`src/rtl/mem_arbiter_rr_pkg.sv`:
```
// Shared widths, FSM state type and pointer helper for the N-port memory arbiter.
package mem_arbiter_rr_pkg;

  // Codebase-wide register and line widths.
  localparam int unsigned REG_SIZE = 32;
  localparam int unsigned WIDTH    = 32;

  typedef enum logic [1:0] {
    StIdle,
    StBusy,
    StAck,
    StDrain
  } arb_state_e;

  // Index after idx, wrapping to 0 at n so the pointer never holds an invalid port.
  function automatic int unsigned wrap_inc(input int unsigned idx, input int unsigned n);
    return (idx + 32'd1 >= n) ? 32'd0 : idx + 32'd1;
  endfunction

endpackage

```
`src/rtl/mem_arbiter_rr_if.sv`:
```
// Requester-side and memory-side bus of the arbiter, grouped in one interface.
interface mem_arbiter_rr_if #(
  parameter int unsigned NUM_PORTS = 4,
  parameter int unsigned ADDR_W    = mem_arbiter_rr_pkg::REG_SIZE,
  parameter int unsigned DATA_W    = mem_arbiter_rr_pkg::WIDTH
);
  localparam int unsigned IDX_W = (NUM_PORTS > 1) ? $clog2(NUM_PORTS) : 1;

  // Requester side
  logic [NUM_PORTS-1:0]        req;
  logic [NUM_PORTS-1:0]        we;
  logic [NUM_PORTS*ADDR_W-1:0] addr;
  logic [NUM_PORTS*DATA_W-1:0] wdata;
  logic [NUM_PORTS-1:0]        ack;
  logic [DATA_W-1:0]           rdata;
  logic [IDX_W-1:0]            grant_id;
  logic                        busy;

  // Memory side; mem_rw is 1 for read
  logic                        mem_enable;
  logic                        mem_rw;
  logic [ADDR_W-1:0]           mem_addr;
  logic [DATA_W-1:0]           mem_data_in;
  logic                        mem_ack;
  logic [DATA_W-1:0]           mem_data_out;

  // Arbiter view: masters the memory port and answers requesters.
  modport master (
    input  req, we, addr, wdata, mem_ack, mem_data_out,
    output ack, rdata, grant_id, busy, mem_enable, mem_rw, mem_addr, mem_data_in
  );

  // Environment view: requesters plus the memory model.
  modport slave (
    output req, we, addr, wdata, mem_ack, mem_data_out,
    input  ack, rdata, grant_id, busy, mem_enable, mem_rw, mem_addr, mem_data_in
  );
endinterface

```
`src/rtl/mem_arbiter_rr_pick.sv`:
```
// Combinational winner selection: fixed priority (lowest index) or round-robin from a pointer.
module mem_arbiter_rr_pick #(
  parameter int unsigned NUM_PORTS = 4,
  localparam int unsigned IDX_W = (NUM_PORTS > 1) ? $clog2(NUM_PORTS) : 1
) (
  input  logic [NUM_PORTS-1:0] req_i,
  input  logic [IDX_W-1:0]     ptr_i,
  input  logic                 rr_mode_i,
  output logic [IDX_W-1:0]     winner_o,
  output logic                 valid_o
);

  logic [IDX_W:0]   sum;
  logic [IDX_W-1:0] idx;

  // Scan candidates in priority order; the first requesting one wins.
  always_comb begin
    winner_o = '0;
    valid_o  = 1'b0;
    sum      = '0;
    idx      = '0;
    for (int k = 0; k < int'(NUM_PORTS); k++) begin
      // ptr + k stays below 2*NUM_PORTS, so one conditional subtract wraps it.
      sum = {1'b0, ptr_i} + (IDX_W+1)'(k);
      if (sum >= (IDX_W+1)'(NUM_PORTS)) begin
        sum = sum - (IDX_W+1)'(NUM_PORTS);
      end
      idx = rr_mode_i ? sum[IDX_W-1:0] : IDX_W'(k);
      if (!valid_o && req_i[idx]) begin
        valid_o  = 1'b1;
        winner_o = idx;
      end
    end
  end

endmodule

```
`src/rtl/mem_arbiter_rr.sv`:
```
// N-port arbiter sharing one four-phase memory port among cache requesters.
module mem_arbiter_rr
  import mem_arbiter_rr_pkg::*;
#(
  parameter int unsigned NUM_PORTS = 4,
  parameter int unsigned ADDR_W    = REG_SIZE,
  parameter int unsigned DATA_W    = WIDTH,
  parameter bit          RR_MODE   = 1'b1
) (
  input logic              clk,
  input logic              reset,
  mem_arbiter_rr_if.master bus
);

  localparam int unsigned IDX_W = (NUM_PORTS > 1) ? $clog2(NUM_PORTS) : 1;

  arb_state_e state_q, state_d;

  logic [IDX_W-1:0]     ptr_q, ptr_d;
  logic [IDX_W-1:0]     grant_id_q, grant_id_d;
  logic [NUM_PORTS-1:0] ack_q, ack_d;
  logic [DATA_W-1:0]    rdata_q, rdata_d;
  logic                 busy_q, busy_d;
  logic                 mem_enable_q, mem_enable_d;
  logic                 mem_rw_q, mem_rw_d;
  logic [ADDR_W-1:0]    mem_addr_q, mem_addr_d;
  logic [DATA_W-1:0]    mem_data_in_q, mem_data_in_d;

  logic [ADDR_W-1:0]    addr_arr  [NUM_PORTS];
  logic [DATA_W-1:0]    wdata_arr [NUM_PORTS];
  logic [IDX_W-1:0]     pick_winner;
  logic                 pick_valid;
  logic                 grant_req;

  // Unpack the flat per-port address and write-data buses.
  always_comb begin
    for (int i = 0; i < int'(NUM_PORTS); i++) begin
      addr_arr[i]  = bus.addr[i*ADDR_W +: ADDR_W];
      wdata_arr[i] = bus.wdata[i*DATA_W +: DATA_W];
    end
  end

  assign grant_req = bus.req[grant_id_q];

  mem_arbiter_rr_pick #(
    .NUM_PORTS (NUM_PORTS)
  ) u_pick (
    .req_i     (bus.req),
    .ptr_i     (ptr_q),
    .rr_mode_i (RR_MODE),
    .winner_o  (pick_winner),
    .valid_o   (pick_valid)
  );

  // State register.
  always_ff @(posedge clk or negedge reset) begin
    if (!reset) begin
      state_q <= StIdle;
    end else begin
      state_q <= state_d;
    end
  end

  // Next-state: a grant only opens once memory has dropped its previous ack.
  always_comb begin
    state_d = state_q;
    unique case (state_q)
      StIdle:  if (pick_valid && !bus.mem_ack) state_d = StBusy;
      StBusy:  if (bus.mem_ack) state_d = grant_req ? StAck : StDrain;
      StAck:   if (!grant_req) state_d = StDrain;
      StDrain: if (!bus.mem_ack) state_d = StIdle;
      default: state_d = StIdle;
    endcase
  end

  // Output and datapath next values; everything holds unless the current state updates it.
  always_comb begin
    ptr_d         = ptr_q;
    grant_id_d    = grant_id_q;
    ack_d         = ack_q;
    rdata_d       = rdata_q;
    mem_enable_d  = mem_enable_q;
    mem_rw_d      = mem_rw_q;
    mem_addr_d    = mem_addr_q;
    mem_data_in_d = mem_data_in_q;
    unique case (state_q)
      StIdle: begin
        if (pick_valid && !bus.mem_ack) begin
          grant_id_d    = pick_winner;
          mem_addr_d    = addr_arr[pick_winner];
          mem_data_in_d = wdata_arr[pick_winner];
          mem_rw_d      = ~bus.we[pick_winner];
          mem_enable_d  = 1'b1;
          if (RR_MODE) begin
            ptr_d = IDX_W'(wrap_inc(32'(pick_winner), NUM_PORTS));
          end
        end
      end
      StBusy: begin
        if (bus.mem_ack) begin
          if (mem_rw_q) begin
            rdata_d = bus.mem_data_out;
          end
          if (grant_req) begin
            ack_d             = '0;
            ack_d[grant_id_q] = 1'b1;
          end else begin
            // Requester gave up: close the memory handshake without acking anyone.
            mem_enable_d = 1'b0;
          end
        end
      end
      StAck: begin
        if (!grant_req) begin
          ack_d        = '0;
          mem_enable_d = 1'b0;
        end
      end
      StDrain: begin
      end
      default: begin
      end
    endcase
    busy_d = (state_d != StIdle);
  end

  // Registered outputs and latched transaction fields.
  always_ff @(posedge clk or negedge reset) begin
    if (!reset) begin
      ptr_q         <= '0;
      grant_id_q    <= '0;
      ack_q         <= '0;
      rdata_q       <= '0;
      busy_q        <= 1'b0;
      mem_enable_q  <= 1'b0;
      mem_rw_q      <= 1'b0;
      mem_addr_q    <= '0;
      mem_data_in_q <= '0;
    end else begin
      ptr_q         <= ptr_d;
      grant_id_q    <= grant_id_d;
      ack_q         <= ack_d;
      rdata_q       <= rdata_d;
      busy_q        <= busy_d;
      mem_enable_q  <= mem_enable_d;
      mem_rw_q      <= mem_rw_d;
      mem_addr_q    <= mem_addr_d;
      mem_data_in_q <= mem_data_in_d;
    end
  end

  assign bus.ack         = ack_q;
  assign bus.rdata       = rdata_q;
  assign bus.grant_id    = grant_id_q;
  assign bus.busy        = busy_q;
  assign bus.mem_enable  = mem_enable_q;
  assign bus.mem_rw      = mem_rw_q;
  assign bus.mem_addr    = mem_addr_q;
  assign bus.mem_data_in = mem_data_in_q;

endmodule

```
`src/flat_wrapper.sv`:
```
// flat-port wrapper written by rule: the top's interface ports become plain ports
module mem_arbiter_rr_flat import mem_arbiter_rr_pkg::*;
#(
  parameter int unsigned NUM_PORTS = 4,
  parameter int unsigned ADDR_W    = REG_SIZE,
  parameter int unsigned DATA_W    = WIDTH,
  parameter bit          RR_MODE   = 1'b1
)
  (clk, reset, bus_req, bus_we, bus_addr, bus_wdata, bus_mem_ack, bus_mem_data_out, bus_ack, bus_rdata, bus_grant_id, bus_busy, bus_mem_enable, bus_mem_rw, bus_mem_addr, bus_mem_data_in);
  mem_arbiter_rr_if #(.NUM_PORTS(NUM_PORTS), .ADDR_W(ADDR_W), .DATA_W(DATA_W)) bus_i ();
  input logic clk;
  input logic reset;
  input wire logic [$bits(bus_i.req)-1:0] bus_req;
  input wire logic [$bits(bus_i.we)-1:0] bus_we;
  input wire logic [$bits(bus_i.addr)-1:0] bus_addr;
  input wire logic [$bits(bus_i.wdata)-1:0] bus_wdata;
  input wire logic [$bits(bus_i.mem_ack)-1:0] bus_mem_ack;
  input wire logic [$bits(bus_i.mem_data_out)-1:0] bus_mem_data_out;
  output wire logic [$bits(bus_i.ack)-1:0] bus_ack;
  output wire logic [$bits(bus_i.rdata)-1:0] bus_rdata;
  output wire logic [$bits(bus_i.grant_id)-1:0] bus_grant_id;
  output wire logic [$bits(bus_i.busy)-1:0] bus_busy;
  output wire logic [$bits(bus_i.mem_enable)-1:0] bus_mem_enable;
  output wire logic [$bits(bus_i.mem_rw)-1:0] bus_mem_rw;
  output wire logic [$bits(bus_i.mem_addr)-1:0] bus_mem_addr;
  output wire logic [$bits(bus_i.mem_data_in)-1:0] bus_mem_data_in;
  assign bus_i.req = bus_req;
  assign bus_i.we = bus_we;
  assign bus_i.addr = bus_addr;
  assign bus_i.wdata = bus_wdata;
  assign bus_i.mem_ack = bus_mem_ack;
  assign bus_i.mem_data_out = bus_mem_data_out;
  assign bus_ack = bus_i.ack;
  assign bus_rdata = bus_i.rdata;
  assign bus_grant_id = bus_i.grant_id;
  assign bus_busy = bus_i.busy;
  assign bus_mem_enable = bus_i.mem_enable;
  assign bus_mem_rw = bus_i.mem_rw;
  assign bus_mem_addr = bus_i.mem_addr;
  assign bus_mem_data_in = bus_i.mem_data_in;
  mem_arbiter_rr #(.NUM_PORTS(NUM_PORTS), .ADDR_W(ADDR_W), .DATA_W(DATA_W), .RR_MODE(RR_MODE)) u_core (.clk(clk), .reset(reset), .bus(bus_i));
endmodule
```
`config.mk`:
```
export PLATFORM = sky130hd
export DESIGN_NAME = mem_arbiter_rr_flat
export DESIGN_NICKNAME = d
export VERILOG_FILES = /design/src/rtl/mem_arbiter_rr_pkg.sv /design/src/rtl/mem_arbiter_rr_if.sv /design/src/rtl/mem_arbiter_rr_pick.sv /design/src/rtl/mem_arbiter_rr.sv /design/src/flat_wrapper.sv
export SDC_FILE = /design/constraint.sdc
export NUM_CORES = 1
export LEC_CHECK = 0
export BUFFER_PORTS_ARGS = -buffer_cell sky130_fd_sc_hd__buf_2
export CAP_MARGIN = 10
export CELL_PAD_IN_SITES_DETAIL_PLACEMENT = 0
export CELL_PAD_IN_SITES_GLOBAL_PLACEMENT = 1
export CORE_ASPECT_RATIO = 0.5
export CORE_MARGIN = 5
export CORE_UTILIZATION = 34
export DETAILED_ROUTE_END_ITERATION = 12
export HOLD_SLACK_MARGIN = 0.03
export PLACE_DENSITY_LB_ADDON = 0.08
export SLEW_MARGIN = 20
export SYNTH_ARGS = -nofsm -noshare
export SYNTH_HDL_FRONTEND = slang
export SYNTH_HIERARCHICAL = 1
export SYNTH_SLANG_ARGS = --single-unit
```
`constraint.sdc`:
```
create_clock -name clk -period 8.6 [get_ports clk]
set_clock_uncertainty 0.2 [all_clocks]
set_input_delay 1.72 -clock clk [delete_from_list [all_inputs] [get_ports clk]]
set_output_delay 1.72 -clock clk [all_outputs]
set_load 0.1 [all_outputs]
```
==> reports/qor.yml <==
outcome: "finished, final reports clean"
fmax_mhz: 216.0
synthDistinctLibCells: 41
setup_tns_ns: 0
critical_path.startpoint: "bus_req[0]"
worstPathArrival_ns: 4.66
cp_max_fo: 24
ys_seq_elements: 109
cp_slowest_stage_delay_ns: 0.61
r2r_slack_ns: 4.83
yosys.area_share.adder_pct: 1.039
clk_latency_ns: 0.34
numCtsBuffers: 9
max-cap-violations: 0
first_pass_iters: 4
synth_ff_type: "dfrtp_1"
synth-compound-area-share_pct: 2.993
min_period_ns: 4.630
top_layer: "met5"
postCtsResizedCells: 0
synth_top_family_by_area: "multiplexers"
io_buffers: 403
drv_slew: 0
worstSetupEndpointType: "register"
cp.required_ns: 8.63
gp_congestion: 0.7948
track_usage_pct: 19.42
core_area_um2: 17360
ys_seq_area_share_pct: 45.31
cts_max_level: 3
core.rowCount: 34
overflow: 0
post_drt_wl_per_cell_um: 20.35
synthMuxAreaShare_pct: 44.50
crit_type: "in2reg"
crit_chain: "buf_2 -> and4b_2 -> a221oi_2 -> o311ai_1 -> mux2i_4 -> buf_4 -> mux4_2 -> mux2_2"
clk_pin_slew_worst_paths_ns: 0.07
io_pins: 404
relSlewSlack_pct: 35.57
met2_length_mm: 10.67
die_area_um2: 20630
syn_area_um2: 6020
area_growth_pct: 42.59
crit-reg2reg-launch: "u_core/ptr_q[0]"
cts_setup_buffers: 0
cts_hold_buf: 0
clockBufferDepth: 2
antenna_found_initial: 4
first_global_vias: 5385
start_kind: "primary input"
synthArstFlopShare_pct: 100.0
r2r_cells: 7
hp-class: "reg2reg"
drive_gt1_share_pct: 76.50
wl_met1_mm: 8.249
die_h_um: 104.1
grt_start_max_net_pins: 68
dieWidth_um: 198.2
vias: 4981
ys_warn_count: 6
synth_edf_count: 0
worst_slew_pin_slew_ns: 0.9665
ant_nets: 0
r2r_end: "u_core/bus.mem_addr[9]"
synthSimpleGateAreaFrac_pct: 3.139
endpoint: "u_core/bus.mem_addr[9]"
hpwl_mm: 17.20
synth_xor_area_share_pct: 0
setup_viol: 0
final_nets: 1082
hold_viol: 0
cts.sinks: 109
rsz0062_at_grt: "false"
min-delay-start: "u_core/bus.mem_data_in[13]"
crit_slowest_cell: "mux2i_4"
drt_wl_total_mm: 20.74
syn_inst: 379
drtIter0Drc: 127
cts_tree: "done"
root_buffer: "clkbuf_16"
grt_pass1_wl_mm: 30.88
syn_area_per_cell_um2: 15.88
start_util_pct: 34.68
route.detailed.drc: 0
met3_length_mm: 1.436
viasPerCell: 4.888
finalCritPeriodShare_pct: 53.84
==> logic make-up after synthesis <==
group	after synthesis
flip-flops	109
AO/OA/AOI/OAI	27
multiplexers	170
buffers and inverters	34
adder cells (fa/ha/maj)	5
other	1
AND/OR/NAND/NOR	33
==> worst min path at each step <==
stage | endpoint | slack (ns) | cells past startpoint
after floorplan | u_core/ptr_q[0] | 0.27 | 2
after global placement | u_core/bus.rdata[10] | 0.28 | 1
after detailed placement | u_core/bus.mem_addr[21] | 0.29 | 1
after CTS | u_core/bus.mem_addr[11] | 0.31 | 1
after global routing | u_core/bus.mem_data_in[21] | 0.31 | 1
final | u_core/bus.mem_data_in[13] | 0.30 | 1
==> worst max-delay path, delay by kind of cell <==
kind | cells | cell delay, ns
buf+inv | 2 | 0.64
compound gates | 2 | 0.55
simple gates | 1 | 0.24
mux | 3 | 1.47
==> synthesized netlist by cell type, types with 2 or more instances <==
master    count  area share, %
nand3_1       2           0.17
mux4_2       66             25
nand4_1       2           0.21
dfrtp_1     109             45
nand2b_1      3           0.31
nand3b_1      2           0.25
mux2_4        3           0.75
buf_6         4           0.75
buf_2        16            1.3
o21bai_1      2           0.25
inv_1         6           0.37
o21ai_0      10           0.83
a21oi_1       4           0.33
o31ai_1       2           0.25
nor2_1        3           0.19
mux2_2       99             19
nand2_1      10           0.62
and2_1        2           0.21
ha_1          5            1.0
nor2b_1       2           0.21
clkbuf_1      7           0.44
==> sequential cells by signal, summed over array words and instances (netlist names) <==
| signal | cells |
|---|---|
| u_core/bus.grant_id | 2 |
| u_core/bus.mem_enable | 1 |
| u_core/bus.mem_data_in | 32 |
| u_core/bus.mem_rw | 1 |
| u_core/bus.ack | 4 |
| u_core/bus.rdata | 32 |
| u_core/bus.mem_addr | 32 |
| u_core/bus.busy | 1 |
| u_core/ptr_q | 2 |
| u_core/state_q | 2 |
==> routing by layer <==
| metal | vias to the layer above | track usage, % |
|---|---|---|
| li1 | 2281 | - |
| met2 | 195 | 33.80 |
| met1 | 2473 | 24.01 |
| met5 | - | 0 |
| met3 | 26 | 5.566 |
| met4 | 6 | 4.322 |
==> placed cells by master, fill, tap and decap left out, types with 2 or more instances in the layout <==
master        n
a21oi_1       4
and2_1        2
buf_2       402
buf_4         7
clkbuf_16     9
clkinvlp_4    3
conb_1        7
dfrtp_1     109
diode_2       2
ha_1          5
inv_1         6
inv_8         2
mux2_2       99
mux2_4        3
mux2i_4       2
mux4_2       66
nand2_1      10
nand2b_1      3
nand3_1       2
nand3b_1      2
nand4_1       2
nor2_1        3
nor2b_1       2
o21ai_0      10
o21bai_1      2
o31ai_1       2
==> stage by stage <==
step,instance area [um^2],hold WS [ns],setup slack [ns],util (%),std cells
after floorplan,6042,0.2673,4.358,-,385
after global routing,8581,0.3117,3.721,49.44,1018
final,8583,0.2998,3.970,49.45,1019
after detailed placement,8268,0.2867,3.137,47.64,1000
after CTS,8551,0.3056,3.506,49.26,1016
after global placement,8268,0.2818,3.125,47.64,1000
==> layout make-up <==
cell class / count / area [um^2]
Clock buffer: 10 / 229.0
Fill cell: 1603 / 8773
Clock inverter: 6 / 53.80
Timing Repair Buffer: 410 / 2092
Sequential cell: 109 / 2728
Multi-Input combinational cell: 242 / 3161
Tap cell: 234 / 292.8
Antenna cell: 2 / 5.005
Inverter: 6 / 22.52
Power is left out: the tool's default activity adds up to more than one toggle a clock period on the data nets, which glitch-free logic cannot reach.
